<file path="src/rtl/port_rd_outport.sv">
// rtl/port_rd_outport.sv - per-port read-side output stage with packet FIFO
// Purpose: buffers packet words from the shared SRAM read path for one egress
//   port and replays them as framed packets under the per-port ready handshake.
// Ports:
//   clk, rst           clock, synchronous active-high reset
//   in_vld/in_data/in_eop  incoming word; in_data of the first word is the header
//                      ([3:0] dest, [6:4] prio, [15:7] payload length)
//   in_pause           registered almost-full backpressure
//   ready              downstream accept, only looked at between packets
//   rd_sop/rd_vld/rd_data/rd_eop  outgoing packet stream
//   pkt_done           pulse with rd_eop
//   ovf                sticky, a word was dropped on a full FIFO
//   len_err            pulse with rd_eop when the payload count disagrees with the header
//   fifo_count         current occupancy
// Optional: RD_LEN_CHECK_EN builds the payload length checker; otherwise len_err is 0.
module port_rd_outport #(
  parameter int FIFO_DEPTH   = 32,
  parameter int AFULL_MARGIN = 4
) (
  input  logic                          clk,
  input  logic                          rst,
  input  logic                          in_vld,
  input  logic [15:0]                   in_data,
  input  logic                          in_eop,
  output logic                          in_pause,
  input  logic                          ready,
  output logic                          rd_sop,
  output logic                          rd_vld,
  output logic [15:0]                   rd_data,
  output logic                          rd_eop,
  output logic                          pkt_done,
  output logic                          ovf,
  output logic                          len_err,
  output logic [$clog2(FIFO_DEPTH):0]   fifo_count
);

  localparam int AW = $clog2(FIFO_DEPTH);
  localparam int PW = AW + 1;
  localparam logic [PW-1:0] PAUSE_LVL = PW'(FIFO_DEPTH - AFULL_MARGIN);
  localparam logic [PW-1:0] FULL_XOR  = {1'b1, {AW{1'b0}}};

  typedef enum logic [1:0] {S_IDLE, S_SOP, S_DATA, S_EOP} state_t;

  state_t        state, state_nxt;
  logic [16:0]   mem [FIFO_DEPTH];
  logic [PW-1:0] wr_ptr, rd_ptr, wr_ptr_nxt, rd_ptr_nxt, count_nxt;
  logic          empty, full, push, pop;
  logic [16:0]   rd_word;
  logic          sop_nxt, vld_nxt, eop_nxt;
  logic [15:0]   data_nxt;

  // FIFO: entries are {eop, data}; one extra pointer bit separates full from empty.
  assign empty      = (wr_ptr == rd_ptr);
  assign full       = ((wr_ptr ^ rd_ptr) == FULL_XOR);
  assign rd_word    = mem[rd_ptr[AW-1:0]];
  // The header is popped on the edge leaving SOP so it lands one cycle behind rd_sop.
  assign pop        = ((state == S_SOP) || (state == S_DATA)) && !empty;
  // A simultaneous pop frees a slot, so a full FIFO still accepts the word.
  assign push       = in_vld && (!full || pop);
  assign wr_ptr_nxt = wr_ptr + {{AW{1'b0}}, push};
  assign rd_ptr_nxt = rd_ptr + {{AW{1'b0}}, pop};
  assign count_nxt  = wr_ptr_nxt - rd_ptr_nxt;
  assign fifo_count = wr_ptr - rd_ptr;

  always_ff @(posedge clk) begin
    if (!rst && push) begin
      mem[wr_ptr[AW-1:0]] <= {in_eop, in_data};
    end
  end

  always_ff @(posedge clk) begin
    if (rst) begin
      wr_ptr   <= '0;
      rd_ptr   <= '0;
      in_pause <= 1'b0;
      ovf      <= 1'b0;
    end else begin
      wr_ptr   <= wr_ptr_nxt;
      rd_ptr   <= rd_ptr_nxt;
      in_pause <= (count_nxt >= PAUSE_LVL);
      ovf      <= ovf | (in_vld & ~push);
    end
  end

  // State register
  always_ff @(posedge clk) begin
    if (rst) begin
      state <= S_IDLE;
    end else begin
      state <= state_nxt;
    end
  end

  // Next-state logic
  always_comb begin
    state_nxt = state;
    case (state)
      // rd_eop is still showing on the first IDLE cycle; waiting it out
      // guarantees a quiet cycle between rd_eop and the next rd_sop.
      S_IDLE:  if (ready && !empty && !rd_eop) state_nxt = S_SOP;
      S_SOP:   if (pop) state_nxt = rd_word[16] ? S_EOP : S_DATA;
      S_DATA:  if (pop && rd_word[16]) state_nxt = S_EOP;
      S_EOP:   state_nxt = S_IDLE;
      default: state_nxt = S_IDLE;
    endcase
  end

  // Output logic (values registered on the next edge)
  always_comb begin
    sop_nxt  = (state == S_IDLE) && (state_nxt == S_SOP);
    vld_nxt  = pop;
    data_nxt = pop ? rd_word[15:0] : 16'h0000;
    eop_nxt  = (state == S_EOP);
  end

  always_ff @(posedge clk) begin
    if (rst) begin
      rd_sop   <= 1'b0;
      rd_vld   <= 1'b0;
      rd_data  <= 16'h0000;
      rd_eop   <= 1'b0;
      pkt_done <= 1'b0;
    end else begin
      rd_sop   <= sop_nxt;
      rd_vld   <= vld_nxt;
      rd_data  <= data_nxt;
      rd_eop   <= eop_nxt;
      pkt_done <= eop_nxt;
    end
  end

`ifdef RD_LEN_CHECK_EN
  logic [8:0] hdr_len, pay_cnt, pay_cnt_inc;
  logic       len_bad;

  assign pay_cnt_inc = (pay_cnt == 9'h1ff) ? pay_cnt : pay_cnt + 9'd1;

  always_ff @(posedge clk) begin
    if (rst) begin
      hdr_len <= 9'd0;
      pay_cnt <= 9'd0;
      len_bad <= 1'b0;
      len_err <= 1'b0;
    end else begin
      len_err <= (state == S_EOP) && len_bad;
      if (state == S_SOP) begin
        pay_cnt <= 9'd0;
        if (pop) begin
          hdr_len <= rd_word[15:7];
          // A header that is also the eop word carries no payload.
          len_bad <= rd_word[16] && (rd_word[15:7] != 9'd0);
        end
      end else if ((state == S_DATA) && pop) begin
        pay_cnt <= pay_cnt_inc;
        if (rd_word[16]) len_bad <= (pay_cnt_inc != hdr_len);
      end
    end
  end
`else
  assign len_err = 1'b0;
`endif

endmodule

</file>
<file path="config.mk">
export PLATFORM = sky130hd
export DESIGN_NAME = port_rd_outport
export DESIGN_NICKNAME = d
export VERILOG_FILES = /design/src/rtl/port_rd_outport.sv
export SDC_FILE = /design/constraint.sdc
export NUM_CORES = 1
export LEC_CHECK = 0
export CELL_PAD_IN_SITES_DETAIL_PLACEMENT = 0
export CELL_PAD_IN_SITES_GLOBAL_PLACEMENT = 1
export CORE_MARGIN = 1
export CORE_UTILIZATION = 34
export DETAILED_ROUTE_END_ITERATION = 12
export PLACE_DENSITY = 0.61
export SETUP_SLACK_MARGIN = 0.02
export SLEW_MARGIN = 0
export SYNTH_ARGS = -nofsm -noshare
export SYNTH_HDL_FRONTEND = slang
export SYNTH_SLANG_ARGS = --single-unit
</file>
<file path="constraint.sdc">
create_clock -name clk -period 8.7 [get_ports clk]
set_input_delay 1.74 -clock clk [delete_from_list [all_inputs] [get_ports clk]]
set_output_delay 1.74 -clock clk [all_outputs]
set_load 0.02 [all_outputs]
</file>
==> results.py <==
metrics = {
    "cts": {
        "cts_buffer_depth": 3,
        "cts_tree": "yes",
        "cts_made_buffers": 57,
        "cts-resized-gates": 0,
        "clk_latency_ns": 0.63,
        "holdBufCountCts": 0,
        "clk_pin_slew_ns": 0.06,
        "cts_setup_buffers": 0,
        "cts-root-buf": "clkbuf_16",
        "htree_levels": 2,
        "cts_sinks": 579,
    },
    "logic_synthesis": {
        "synthFlopType": "edfxtp_1",
        "synth-compound-area-share_pct": 1.979,
        "muxShareOfSynthArea_pct": 15.12,
        "synth.distinct_cells": 46,
        "synth-simple-area-share_pct": 3.651,
        "syn_area_mm2": 0.02245,
        "synth_xor_area_share_pct": 0.6242,
        "synth_top_family_by_area": "multiplexers",
        "synth.avg_cell_area_um2": 20.54,
        "synth-edff-count": 544,
        "ys_ff_latch": 579,
        "seq_area_frac_synth_pct": 75.89,
        "async_flop_share_pct": 0,
        "synth-adder-area-share_pct": 1.182,
        "synthCells": 1093,
        "synth_nets": 1134,
        "ys_warn_count": 0,
    },
    "timing": {
        "layout_min_cycle_time_ns": 6.021,
        "setup_slack_ns": 2.679,
        "slew_violations": 0,
        "rsz0062_at_grt": "no",
        "setup_viol": 0,
        "timing.hold.ws_ns": 0.5202,
        "max_slew_margin_pct": 27.75,
        "hold_violations": 0,
        "fin_crit_sh_pct": 69.21,
        "fin_setup_tns_ns": 0,
        "max_clock_freq_mhz": 166.1,
        "clock_skew_ns": 0.02126,
        "worst_slew_pin_slew_ns": 1.083,
    },
    "power": {
        "p_leak_nw": 8.051,
        "power.density_mw_per_mm2": 226.1,
        "peakVddDrop_mv": 0.1532,
    },
    "grt": {
        "grt_max_degree": 136,
        "antenna_found_initial": 0,
        "grt_overflow": 0,
        "grt_first_pass_wirelength_um": 78050,
        "grt_usage_pct": 16.37,
        "grt_pass1_vias": 10960,
    },
    "floorplan": {
        "core_area_mm2": 0.06481,
        "start_util_pct": 34.64,
        "row_count": 93,
        "fp.dieW_um": 259.0,
        "die_h_um": 259.0,
        "die_area_mm2": 0.06706,
        "io_pins": 50,
    },
    "finish": {
        "layout-drive-gt1-share_pct": 22.97,
        "nNetsFinal": 1199,
        "fin_area_mm2": 0.02569,
        "area_growth_pct": 14.45,
        "fillCellCount": 5712,
    },
    "detailed_routing": {
        "finalWirelength_um": 54320,
        "antenna_left": 0,
        "first_pass_iters": 5,
        "drcViolationCount": 0,
        "via_count": 10650,
        "post_drt_wl_per_cell_um": 26.34,
        "drtIter0Drc": 889,
        "via_per_inst": 5.163,
    },
    "place": {
        "place_area_mm2": 0.02385,
        "place_ws_ns": 3.305,
        "port-buffer-count": 48,
        "post-dp-hpwl_um": 31400,
        "place.gp.congestion": 0.7809,
    },
    "worst_setup_path": {
        "start_kind": "flip-flop",
        "crit_arrival_ns": 4.28,
        "critPathMaxFanout": 42,
        "critPathKind": "reg -> out",
        "crit_required_ns": 6.96,
        "crit_path_end_kind": "output port",
    },
    "flow_run": {
        "cap_violations": 0,
    },
    "outcome": {
        "outcome": "finished, final reports clean",
    },
    "worst_hold_path": {
        "hp-class": "reg -> reg",
    },
}
worst max-delay path: stages, from the launching register on:
cell             delay, ns
dfxtp_2               0.99
clkinv_2              0.75
ha_1                  0.56
o21ai_0               0.10
nand2b_1              0.11
a21o_1                0.18
a21oi_1               0.17
xnor2_1               0.14
clkdlybuf4s50_1       0.64
cell families after synthesis:
kind of cell	after synthesis
flops	579
simple gates	181
mux	169
buf+inv	70
compound gates	57
fa+ha+maj	20
xor+xnor	16
other cells	1
layout make-up:
type / count / area [µm²] / area share (%)
clock inverters: 29 / 260.3 / 1.013
inverters: 17 / 65.06 / 0.2532
diodes: 1 / 2.502 / 0.009740
multi-input cells: 444 / 5146 / 20.03
repair buffers: 59 / 528.0 / 2.055
flip-flops and latches: 579 / 17050 / 66.34
well taps: 855 / 1070 / 4.164
clock buffers: 78 / 1575 / 6.131
worst paths after layout:
path / startpoint / end / slack, ns / depth (start not counted)
hold reg to reg: ovf$_SDFF_PP0_ / ovf$_SDFF_PP0_ / 0.52 / 2
setup / recovery: rd_ptr[2]$_SDFF_PP0_ / fifo_count[5] / 2.68 / 8
setup reg to reg: rd_ptr[2]$_SDFF_PP0_ / mem[9][9]$_DFFE_PP_ / 3.56 / 8
hold / removal: ovf$_SDFF_PP0_ / ovf$_SDFF_PP0_ / 0.52 / 2
registers in the layout (all words and copies together) (netlist names), 2 cells and up:
| name | flops |
|---|---|
| rd_data | 16 |
| state | 2 |
| rd_ptr | 6 |
| wr_ptr | 6 |
| mem | 544 |
cells in the mapped netlist, types with 11 or more instances:
| cell type | number | area (µm²) |
|---|---|---|
| edfxtp_1 | 544 | 16340 |
| mux4_2 | 136 | 3063 |
| nand2_1 | 77 | 289.0 |
| nor2_1 | 50 | 187.7 |
| dfxtp_1 | 35 | 700.7 |
| mux2i_1 | 33 | 330.3 |
| a32oi_1 | 32 | 280.3 |
| buf_2 | 21 | 105.1 |
| clkbuf_1 | 19 | 71.32 |
| ha_1 | 18 | 225.2 |
| and3_1 | 16 | 100.1 |
| inv_1 | 16 | 60.06 |
| nor2b_1 | 11 | 68.82 |
| xnor2_1 | 11 | 96.34 |
placed cells by master (no fill, tap or decap), types with 18 or more instances in the layout:
| cell type | instances |
|---|---|
| ha_1 | 18 |
| dfxtp_1 | 32 |
| nor2_1 | 18 |
| clkdlybuf4s50_1 | 36 |
| mux2i_1 | 33 |
| mux4_2 | 136 |
| a32oi_1 | 32 |
| nand2_1 | 77 |
| edfxtp_1 | 544 |
| clkbuf_16 | 57 |
| nor2_2 | 32 |
stage by stage:
stage,util [%],power [mW],std cells
final,39.64,5.808,2062
after global routing,39.64,5.984,2061
after CTS,39.64,5.862,2061
after detailed placement,36.80,3.467,1954
after global placement,36.80,3.465,1954
after floorplan,-,3.321,1093
metal layers:
| layer | routed length (µm) | up-vias | GRT usage [%] |
|---|---|---|---|
| li1 | - | 4591 | - |
| met1 | 25130 | 5650 | 23.90 |
| met2 | 24160 | 325 | 24.37 |
| met3 | 3414 | 81 | 3.105 |
| met4 | 1616 | 0 | 5.999 |
| met5 | 0 | - | 0 |
power breakdown:
| part | internal [mW] | switching [mW] | total, mW | leakage, nW |
|---|---|---|---|---|
| Clock | 1.36 | 1.04 | 2.40 | 0.902 |
| Sequential | 3.06 | 0.0169 | 3.08 | 5.18 |
| Combinational | 0.131 | 0.195 | 0.326 | 1.97 |
Note: power is estimated with default switching activity, not from simulation.
